`config.mk`:
```
export PLATFORM = sky130hd
export DESIGN_NAME = ni_vc_injection_buffer
export DESIGN_NICKNAME = d
export VERILOG_FILES = /design/src/rtl/noc_flit_pkg.sv /design/src/rtl/ni_vc_fifo.sv /design/src/rtl/ni_vc_injection_buffer.sv
export SDC_FILE = /design/constraint.sdc
export NUM_CORES = 1
export LEC_CHECK = 0
export CAP_MARGIN = 40
export CORE_MARGIN = 4
export CORE_UTILIZATION = 50
export CTS_BUF_LIST = sky130_fd_sc_hd__clkbuf_4 sky130_fd_sc_hd__clkbuf_8
export DETAILED_ROUTE_END_ITERATION = 7
export PLACE_DENSITY = 0.69
export SLEW_MARGIN = 10
export SYNTH_ARGS = -nofsm -noshare
export SYNTH_HDL_FRONTEND = slang
export SYNTH_SLANG_ARGS = --single-unit
```
`constraint.sdc`:
```
create_clock -name clk -period 6.1 [get_ports clk]
set_input_delay 1.83 -clock clk [delete_from_list [all_inputs] [get_ports clk]]
set_output_delay 1.83 -clock clk [all_outputs]
set_load 0.02 [all_outputs]
```
`src/rtl/noc_flit_pkg.sv`:
```
// Shared flit definitions for the NI injection path: flit-type encoding and framing states.
// The flit type sits in the IDENTIFIER_BITS MSBs of every flit.
package noc_flit_pkg;

    localparam int IDENTIFIER_BITS = 2;

    typedef enum logic [1:0] {
        FLIT_ILLEGAL = 2'b00,
        FLIT_HEAD    = 2'b01,
        FLIT_BODY    = 2'b10,
        FLIT_TAIL    = 2'b11
    } flit_type_e;

    typedef enum logic {
        FR_IDLE   = 1'b0,
        FR_IN_PKT = 1'b1
    } frame_state_e;

    function automatic flit_type_e get_flit_type(input logic [IDENTIFIER_BITS-1:0] id);
        return flit_type_e'(id);
    endfunction

endpackage

```
`src/rtl/ni_vc_fifo.sv`:
```
// Single-clock FIFO holding the flits of one VC plane.
// Latency: a pushed word is at the head one cycle later; head is combinational from state.
// Backpressure: push ignored when full, pop ignored when empty; no pass-through.
module ni_vc_fifo #(
    parameter int DATA_WIDTH = 32,
    parameter int DEPTH      = 4
) (
    input  logic                        clk,
    input  logic                        rst,
    input  logic                        push,
    input  logic [DATA_WIDTH-1:0]       push_data,
    input  logic                        pop,
    output logic [DATA_WIDTH-1:0]       pop_data,
    output logic                        full,
    output logic                        empty,
    output logic [$clog2(DEPTH):0]      count
);
    localparam int AW = $clog2(DEPTH);

    logic [DATA_WIDTH-1:0] mem [DEPTH];
    logic [AW:0]           wr_ptr;
    logic [AW:0]           rd_ptr;

    // The extra MSB distinguishes full from empty when the index bits match.
    assign full     = (wr_ptr[AW] != rd_ptr[AW]) && (wr_ptr[AW-1:0] == rd_ptr[AW-1:0]);
    assign empty    = (wr_ptr == rd_ptr);
    assign count    = wr_ptr - rd_ptr;
    assign pop_data = mem[rd_ptr[AW-1:0]];

    always_ff @(posedge clk) begin
        if (push && !full) begin
            mem[wr_ptr[AW-1:0]] <= push_data;
        end
    end

    always_ff @(posedge clk) begin
        if (rst) begin
            wr_ptr <= '0;
            rd_ptr <= '0;
        end else begin
            if (push && !full) begin
                wr_ptr <= wr_ptr + 1'b1;
            end
            if (pop && !empty) begin
                rd_ptr <= rd_ptr + 1'b1;
            end
        end
    end

endmodule

```
`src/rtl/ni_vc_injection_buffer.sv`:
```
// NI injection stage: per-VC FIFOs between node and router, with wormhole framing checks and tail counters.
// Latency: flit visible one cycle after push, on the next slot where vc_sel selects its VC.
// Backpressure: ready_in drops when the selected VC FIFO is full; router stalls via ready_out.
module ni_vc_injection_buffer #(
    parameter int DATA_WIDTH      = 32,
    parameter int VC              = 4,
    parameter int DEPTH           = 4,
    parameter int IDENTIFIER_BITS = 2,
    parameter int CNT_WIDTH       = 16
) (
    input  logic                                  clk,
    input  logic                                  rst,
    input  logic [$clog2(VC)-1:0]                 vc_sel,
    input  logic [DATA_WIDTH-1:0]                 data_in,
    input  logic                                  valid_in,
    output logic                                  ready_in,
    output logic [DATA_WIDTH-1:0]                 data_out,
    output logic                                  valid_out,
    input  logic                                  ready_out,
    output logic [VC*($clog2(DEPTH)+1)-1:0]       occupancy,
    output logic [VC*CNT_WIDTH-1:0]               pkts_forwarded,
    output logic [VC-1:0]                         framing_err
);
    import noc_flit_pkg::*;

    localparam int CW = $clog2(DEPTH) + 1;

    logic [VC-1:0]         full;
    logic [VC-1:0]         empty;
    logic [VC-1:0]         push_v;
    logic [VC-1:0]         pop_v;
    logic [DATA_WIDTH-1:0] head  [VC];
    logic [CW-1:0]         count [VC];
    logic [CNT_WIDTH-1:0]  pkt_cnt [VC];
    frame_state_e          fr_state [VC];
    flit_type_e            in_type;

    assign ready_in  = !full[vc_sel];
    assign valid_out = !empty[vc_sel];
    assign data_out  = valid_out ? head[vc_sel] : '0;
    assign in_type   = get_flit_type(data_in[DATA_WIDTH-1 -: IDENTIFIER_BITS]);

    always_comb begin
        push_v         = '0;
        pop_v          = '0;
        push_v[vc_sel] = valid_in && ready_in;
        pop_v[vc_sel]  = valid_out && ready_out;
    end

    for (genvar k = 0; k < VC; k++) begin : g_vc
        ni_vc_fifo #(
            .DATA_WIDTH (DATA_WIDTH),
            .DEPTH      (DEPTH)
        ) u_fifo (
            .clk       (clk),
            .rst       (rst),
            .push      (push_v[k]),
            .push_data (data_in),
            .pop       (pop_v[k]),
            .pop_data  (head[k]),
            .full      (full[k]),
            .empty     (empty[k]),
            .count     (count[k])
        );
    end

    always_comb begin
        occupancy      = '0;
        pkts_forwarded = '0;
        for (int k = 0; k < VC; k++) begin
            occupancy[k*CW +: CW]             = count[k];
            pkts_forwarded[k*CNT_WIDTH +: CNT_WIDTH] = pkt_cnt[k];
        end
    end

    // Malformed flits only flag the error; they are still enqueued and forwarded.
    always_ff @(posedge clk) begin
        if (rst) begin
            framing_err <= '0;
            for (int k = 0; k < VC; k++) begin
                fr_state[k] <= FR_IDLE;
                pkt_cnt[k]  <= '0;
            end
        end else begin
            for (int k = 0; k < VC; k++) begin
                if (push_v[k]) begin
                    case (in_type)
                        FLIT_HEAD: begin
                            if (fr_state[k] == FR_IN_PKT) framing_err[k] <= 1'b1;
                            fr_state[k] <= FR_IN_PKT;
                        end
                        FLIT_BODY: begin
                            if (fr_state[k] == FR_IDLE) framing_err[k] <= 1'b1;
                        end
                        FLIT_TAIL: begin
                            if (fr_state[k] == FR_IDLE) framing_err[k] <= 1'b1;
                            fr_state[k] <= FR_IDLE;
                        end
                        default: begin
                            framing_err[k] <= 1'b1;
                            fr_state[k]    <= FR_IDLE;
                        end
                    endcase
                end
                if (pop_v[k] && get_flit_type(head[k][DATA_WIDTH-1 -: IDENTIFIER_BITS]) == FLIT_TAIL) begin
                    pkt_cnt[k] <= pkt_cnt[k] + 1'b1;
                end
            end
        end
    end

endmodule

```
# After elaboration in Yosys (flattened, before gate mapping)
# Memory sizes are Yosys's and may differ from the RTL's. A register that Yosys moved wholly into a read port is not among the register bits.
# Cells that the tools add are included.
# classes
order_cmp	3
n_eq_ne	27
n_reduce_logical	35
n_addsub	16
mux	107
bitwise_logic	19
# ops
op	n
$mux 32	3
$mux 1	84
$add 16x1->16 const B	4
$bmux 32 s2	1
$mux 16	4
$add 3x1->3 const B	8
$logic_and 1x1->1	19
$mux 2	8
$ne 2x2->1 const B	8
$or 1x1->1	16
$eq 2x2->1 const B	6
$eq 3x3->1	4
$reduce_and 3->1	4
$sub 3x3->3	4
$logic_not 1->1	10
$and 4x4->4	2
$eq 2x2->1	4
$pmux 1 s2	4
$bmux 1 s2	2
$ne 1x1->1	4
$ge 3x3->1 const B	1
$lt 2x3->1 const B	1
$not 2->3	1
$reduce_or 3->1	1
other kinds (4)	4
# word_totals
regBits	28
out_inout_bits	114
ram_bits	580
memories	6
# memory_table
memory	depth	width	read_ports	rd_ports_with_merged_regs	wr	line	source
g_vc[0].u_fifo.mem	4	32	1	1	1	ni_vc_fifo.sv:20	logic [DATA_WIDTH-1:0] mem [DEPTH];
g_vc[1].u_fifo.mem	4	32	1	1	1	ni_vc_fifo.sv:20	
g_vc[2].u_fifo.mem	4	32	1	1	1	ni_vc_fifo.sv:20	
g_vc[3].u_fifo.mem	4	32	1	1	1	ni_vc_fifo.sv:20	
pkt_cnt	4	16	4	0	4	ni_vc_injection_buffer.sv:34	logic [CNT_WIDTH-1:0] pkt_cnt [VC];
fr_state	4	1	4	0	4	ni_vc_injection_buffer.sv:35	frame_state_e fr_state [VC];

# Logic depth before layout (Yosys ltp)
# logic_depth
word_depth	13
mapped_depth	8
ltp_nobuf	7

# By module
# A second synthesis with hierarchy kept.
# hier_totals
hier_cells	1374
hier_area_um2	25608.3
# by_module_without_submodules
module	area_each_um2	cells_per_inst	seq_area_each_um2	n_inst
ni_vc_fifo	5188.7	234	4003.8	4
ni_vc_injection_buffer	4853.4	438	2122.0	1

# Worst setup path after synthesis
# OpenSTA, ideal clock, no wires.
# synth_timing
kind	input to register
startpoint	input port vc_sel[0]
endpoint	register g_vc[1].u_fifo.wr_ptr[2]
stages	6
t_required_ps	5979
path_slack_ps	827
arrival_time_ps	5152
path_cell_list	buf_4 -> nor2b_1 -> clkbuf_1 -> nand2_1 -> nor3_1 -> mux2_2
# synth_between
elab_chain_len	6
elab_cells_between_ends	11
classes_between	order compare (2); mux (4); bitwise (1); reduce/logical (4)
# synth_lines
item	line	source
start: declaration	ni_vc_injection_buffer.sv:13	input logic [$clog2(VC)-1:0] vc_sel,
$lt 2x3->1 (implied by the code) (tied with other cells)	ni_vc_injection_buffer.sv:46	push_v[vc_sel] = valid_in && ready_in;
$logic_and 1x1->1 or $mux 1 (tied branches)	ni_vc_injection_buffer.sv:46, ni_vc_injection_buffer.sv:38	
$mux 1 (implied by the code) or $logic_not 1->1 (tied branches)	ni_vc_injection_buffer.sv:46, ni_vc_injection_buffer.sv:38	
$demux 1 s2 or $logic_and 1x1->1 (tied branches)	ni_vc_injection_buffer.sv:46	
$and 4x4->4 (no source line) *	--	
$logic_and 1x1->1 *	ni_vc_fifo.sv:41	if (push && !full) begin
end signal: assignment	ni_vc_fifo.sv:42	wr_ptr <= wr_ptr + 1'b1;
end: declaration	ni_vc_fifo.sv:21	logic [AW:0] wr_ptr;
# Mark *: on every way between the ends. The rest lies on a longest branch, timed or not. The select of a mux whose other input is x is not followed.
# A chain may end at the register's enable or synchronous reset.

# Final worst setup path
# layout_timing
startpoint	input port vc_sel[1]
endpoint	output port data_out[23]
# layout_between
elab_chain_len	5
elab_cells_between_ends	7
classes_between	mux (6); bitwise (1)
# layout_lines
item	line	source
$not 2->3 (implied by the code)	ni_vc_injection_buffer.sv:40	assign data_out = valid_out ? head[vc_sel] : '0;
$bmux 32 s2	ni_vc_injection_buffer.sv:40	
$mux 32 (implied by the code) (2 in series)	ni_vc_injection_buffer.sv:40	
$mux 32 *	ni_vc_injection_buffer.sv:40	
end: declaration	ni_vc_injection_buffer.sv:17	output logic [DATA_WIDTH-1:0] data_out,
# Marks and branches as above.

==> impl_metrics.tcl <==
set metrics [dict create \
    synth_edf_count 580 \
    maxCapViolations 0 \
    synth_fp_nets 1446 \
    tightest_slew_ns 0.814 \
    grt_pass1_wl_um 87500 \
    ant_nets 0 \
    final_util_pct 60.5 \
    syn_area_um2 25100 \
    synth_flop_cell "edfxtp_1" \
    yosysSeqAreaShare_pct 72.4 \
    syn_area_per_cell_um2 18.3 \
    min_path_type "flip-flop to flip-flop" \
    dr.pass1.iters 5 \
    dp_hpwl_um 35800 \
    powerDensity_nw_per_um2 292 \
    wl_per_cell_um 24.3 \
    initial_utilization_pct 50.9 \
    worst-endpoint-arrival_ns 3.88 \
    slowest_stage "clkdlybuf4s50_1" \
    place_area_um2 27800 \
    relSlewSlack_pct 45.7 \
    synth.top_cells.by_area "edfxtp_1 (69%), mux4_2 (12%), dfxtp_1 (2.9%)" \
    h-tree-depth 3 \
    min_period_ns 5.71 \
    most-common-layout-cells "edfxtp_1 (580), clkdlybuf4s50_1 (138), mux4_2 (128)" \
    dp.cells 2178 \
    regArea_um2 18100 \
    numCtsBuffers 98 \
    die_height_um 232 \
    ir_worst_vdd_v 0.000256 \
    viasPerCell 5.84 \
    cp_slowest_stage_delay_ns 0.66 \
    synthCells 1372 \
    async_flop_share_pct 0 \
    cts.sinks 616 \
    drt-total-wl_um 57200 \
    fin_crit_sh_pct 93.6 \
    final_common_cell "edfxtp_1" \
    syn_to_final_growth_pct 18.8 \
    fillers 3601 \
    worstSetupStartpointType "input port" \
    ys_types 54 \
    cp-end-kind "output port" \
    synth_top_area_cell "edfxtp_1" \
    cts_tree "yes" \
    io_buffers 151 \
    rows 81 \
    ys_ff_latch 616 \
    critPathKind "input port to output port" \
    multi_input_area_um2 6540 \
    worstPathRequired_ns 4.27 \
    rsz0062_at_grt "no" \
    cts-hold-fix-buffers 0 \
    core-area_um2 49300 \
    antenna_found_initial 2 \
    clockBufferDepth 3 \
    dieArea_um2 53800 \
    drcViolationCount 0 \
    grt_pass1_vias 14148 \
    p_leak_nw 9.65 \
    skew_ns 0.0252 \
    final_cells 2353 \
    final_area_um2 29800 \
    pre_cts_ws_ns -0.0731 \
    track_usage_pct 21.6 \
    final_nets 1689 \
    drtIter0Drc 1113 \
    via_count 13749 \
    cts_root_buffer "clkbuf_8" \
    setup_ws_ns 0.392 \
    fp.dieW_um 232 \
    overflow 0 \
    clkTransAtPathRegs_ns 0.06 \
    insertion_delay_ns 0.67 \
    cts_setup_buffers 0 \
    path_cells "dlymetal6s2s_1 > and4_4 > a32o_2 > or2_2 > buf_12 > a21oi_1 > clkdlybuf4s50_1" \
    io_pins 152 \
    synth_warnings 0 \
    fmax_mhz 175 \
    slew_violations 0 \
    total_power_mw 8.70 \
    place_congestion 0.810 \
    synth_top_area_share_pct 69.5 \
    worstPathMaxFanout 18 \
    run_status "finished, final reports clean" \
    drive_gt1_share_pct 23.8 \
    hold_viol_final 0 \
    grt_max_degree 37 \
    finalSetupViolCount 0 \
]
[sequential cells by signal (all words and copies together), names as in the netlist, named ones only]
| register | cells |
|---|---|
| g_vc.u_fifo.mem | 512 |
| pkt_cnt | 64 |
| g_vc.u_fifo.rd_ptr | 12 |
| g_vc.u_fifo.wr_ptr | 12 |
| fr_state | 4 |
| framing_err | 4 |
[final timing paths]
check	startpoint	end	slack, ns	cells past startpoint
setup / recovery	vc_sel[1]	data_out[23]	0.39	7
hold / removal	framing_err[2]	framing_err[2]	0.48	1
setup reg to reg	g_vc[1].u_fifo.wr_ptr[0]	g_vc[1].u_fifo.mem[2][15]	2.83	8
hold reg to reg	framing_err[2]	framing_err[2]	0.48	1
[per-layer routing]
layer	share of wire [%]	GRT usage [%]	routed length (um)	vias to the layer above
met1	41	29.7	23400	7084
met4	2.3	6.31	1320	2
met3	7.3	4.43	4170	107
met2	50	35.5	28300	546
li1	-	-	-	6010
met5	0.035	0	20	-
[logic make-up after synthesis]
group | after synthesis | share of synthesized area, %
flops | 616 | 72.4
simple gates | 262 | 5.51
compound gates | 152 | 4.11
mux | 149 | 12.4
buf+inv | 101 | 1.73
xor+xnor | 56 | 1.96
fa+ha+maj | 36 | 1.92
[critical path: cells and delay by family]
kind	cells	cell delay (ns)
buffers and inverters	3	1.07
AND/OR/NAND/NOR	2	0.58
AO/OA/AOI/OAI	2	0.37
[synth_stat cells, types with 2 or more instances]
| cell type | number |
|---|---|
| nor4_1 | 10 |
| or4_1 | 10 |
| a211oi_1 | 4 |
| o22ai_2 | 2 |
| ha_1 | 32 |
| xnor2_1 | 36 |
| a21oi_1 | 50 |
| a31o_2 | 4 |
| dfxtp_1 | 36 |
| or3_1 | 10 |
| nor3_1 | 12 |
| mux2_2 | 13 |
| nand3_1 | 29 |
| mux2i_1 | 8 |
| clkbuf_2 | 3 |
| mux4_2 | 128 |
| or2_2 | 2 |
| inv_1 | 33 |
| clkbuf_1 | 34 |
| edfxtp_1 | 580 |
| a22o_1 | 3 |
| fa_1 | 4 |
| nand2_1 | 42 |
| nand4_1 | 10 |
| a22oi_1 | 64 |
| nand4bb_1 | 5 |
| nor2b_1 | 9 |
| o31ai_1 | 10 |
| nor3b_1 | 4 |
| buf_2 | 26 |
| buf_6 | 2 |
| nor2_1 | 80 |
| nand2b_1 | 2 |
| nor3_2 | 3 |
| nand4b_1 | 2 |
| xor2_1 | 20 |
| o21ai_0 | 6 |
| a21o_1 | 3 |
| and2_1 | 16 |
| and3_1 | 11 |
[power breakdown]
group / switching, mW / internal (mW)
Sequential: 0.0448 / 4.69
Clock: 1.55 / 1.85
Combinational: 0.323 / 0.242
[final cells by class]
type	count	area share, %
Sequential cell	616	60.9
Inverter	35	0.441
Tap cell	664	2.79
Multi-Input combinational cell	655	22.0
Clock buffer	137	5.62
Timing Repair Buffer	209	7.47
Clock inverter	36	0.786
Antenna cell	1	0.00840
[stage by stage]
stage | hold WS, ns | TNS [ns]
3_3_place_gp | 0.455 | -0.0807
5_1_grt | 0.515 | 0
2_1_floorplan | 0.464 | 0
6_report | 0.482 | 0
4_1_cts | 0.490 | 0
3_5_place_dp | 0.476 | -0.112
[what timing repair did]
action / in CTS / in global routing
pin swaps: 0 / 0
endpoints found under the setup margin: 4 / 24
gates resized for setup: 4 / 9
(Power assumes the default switching activity.)
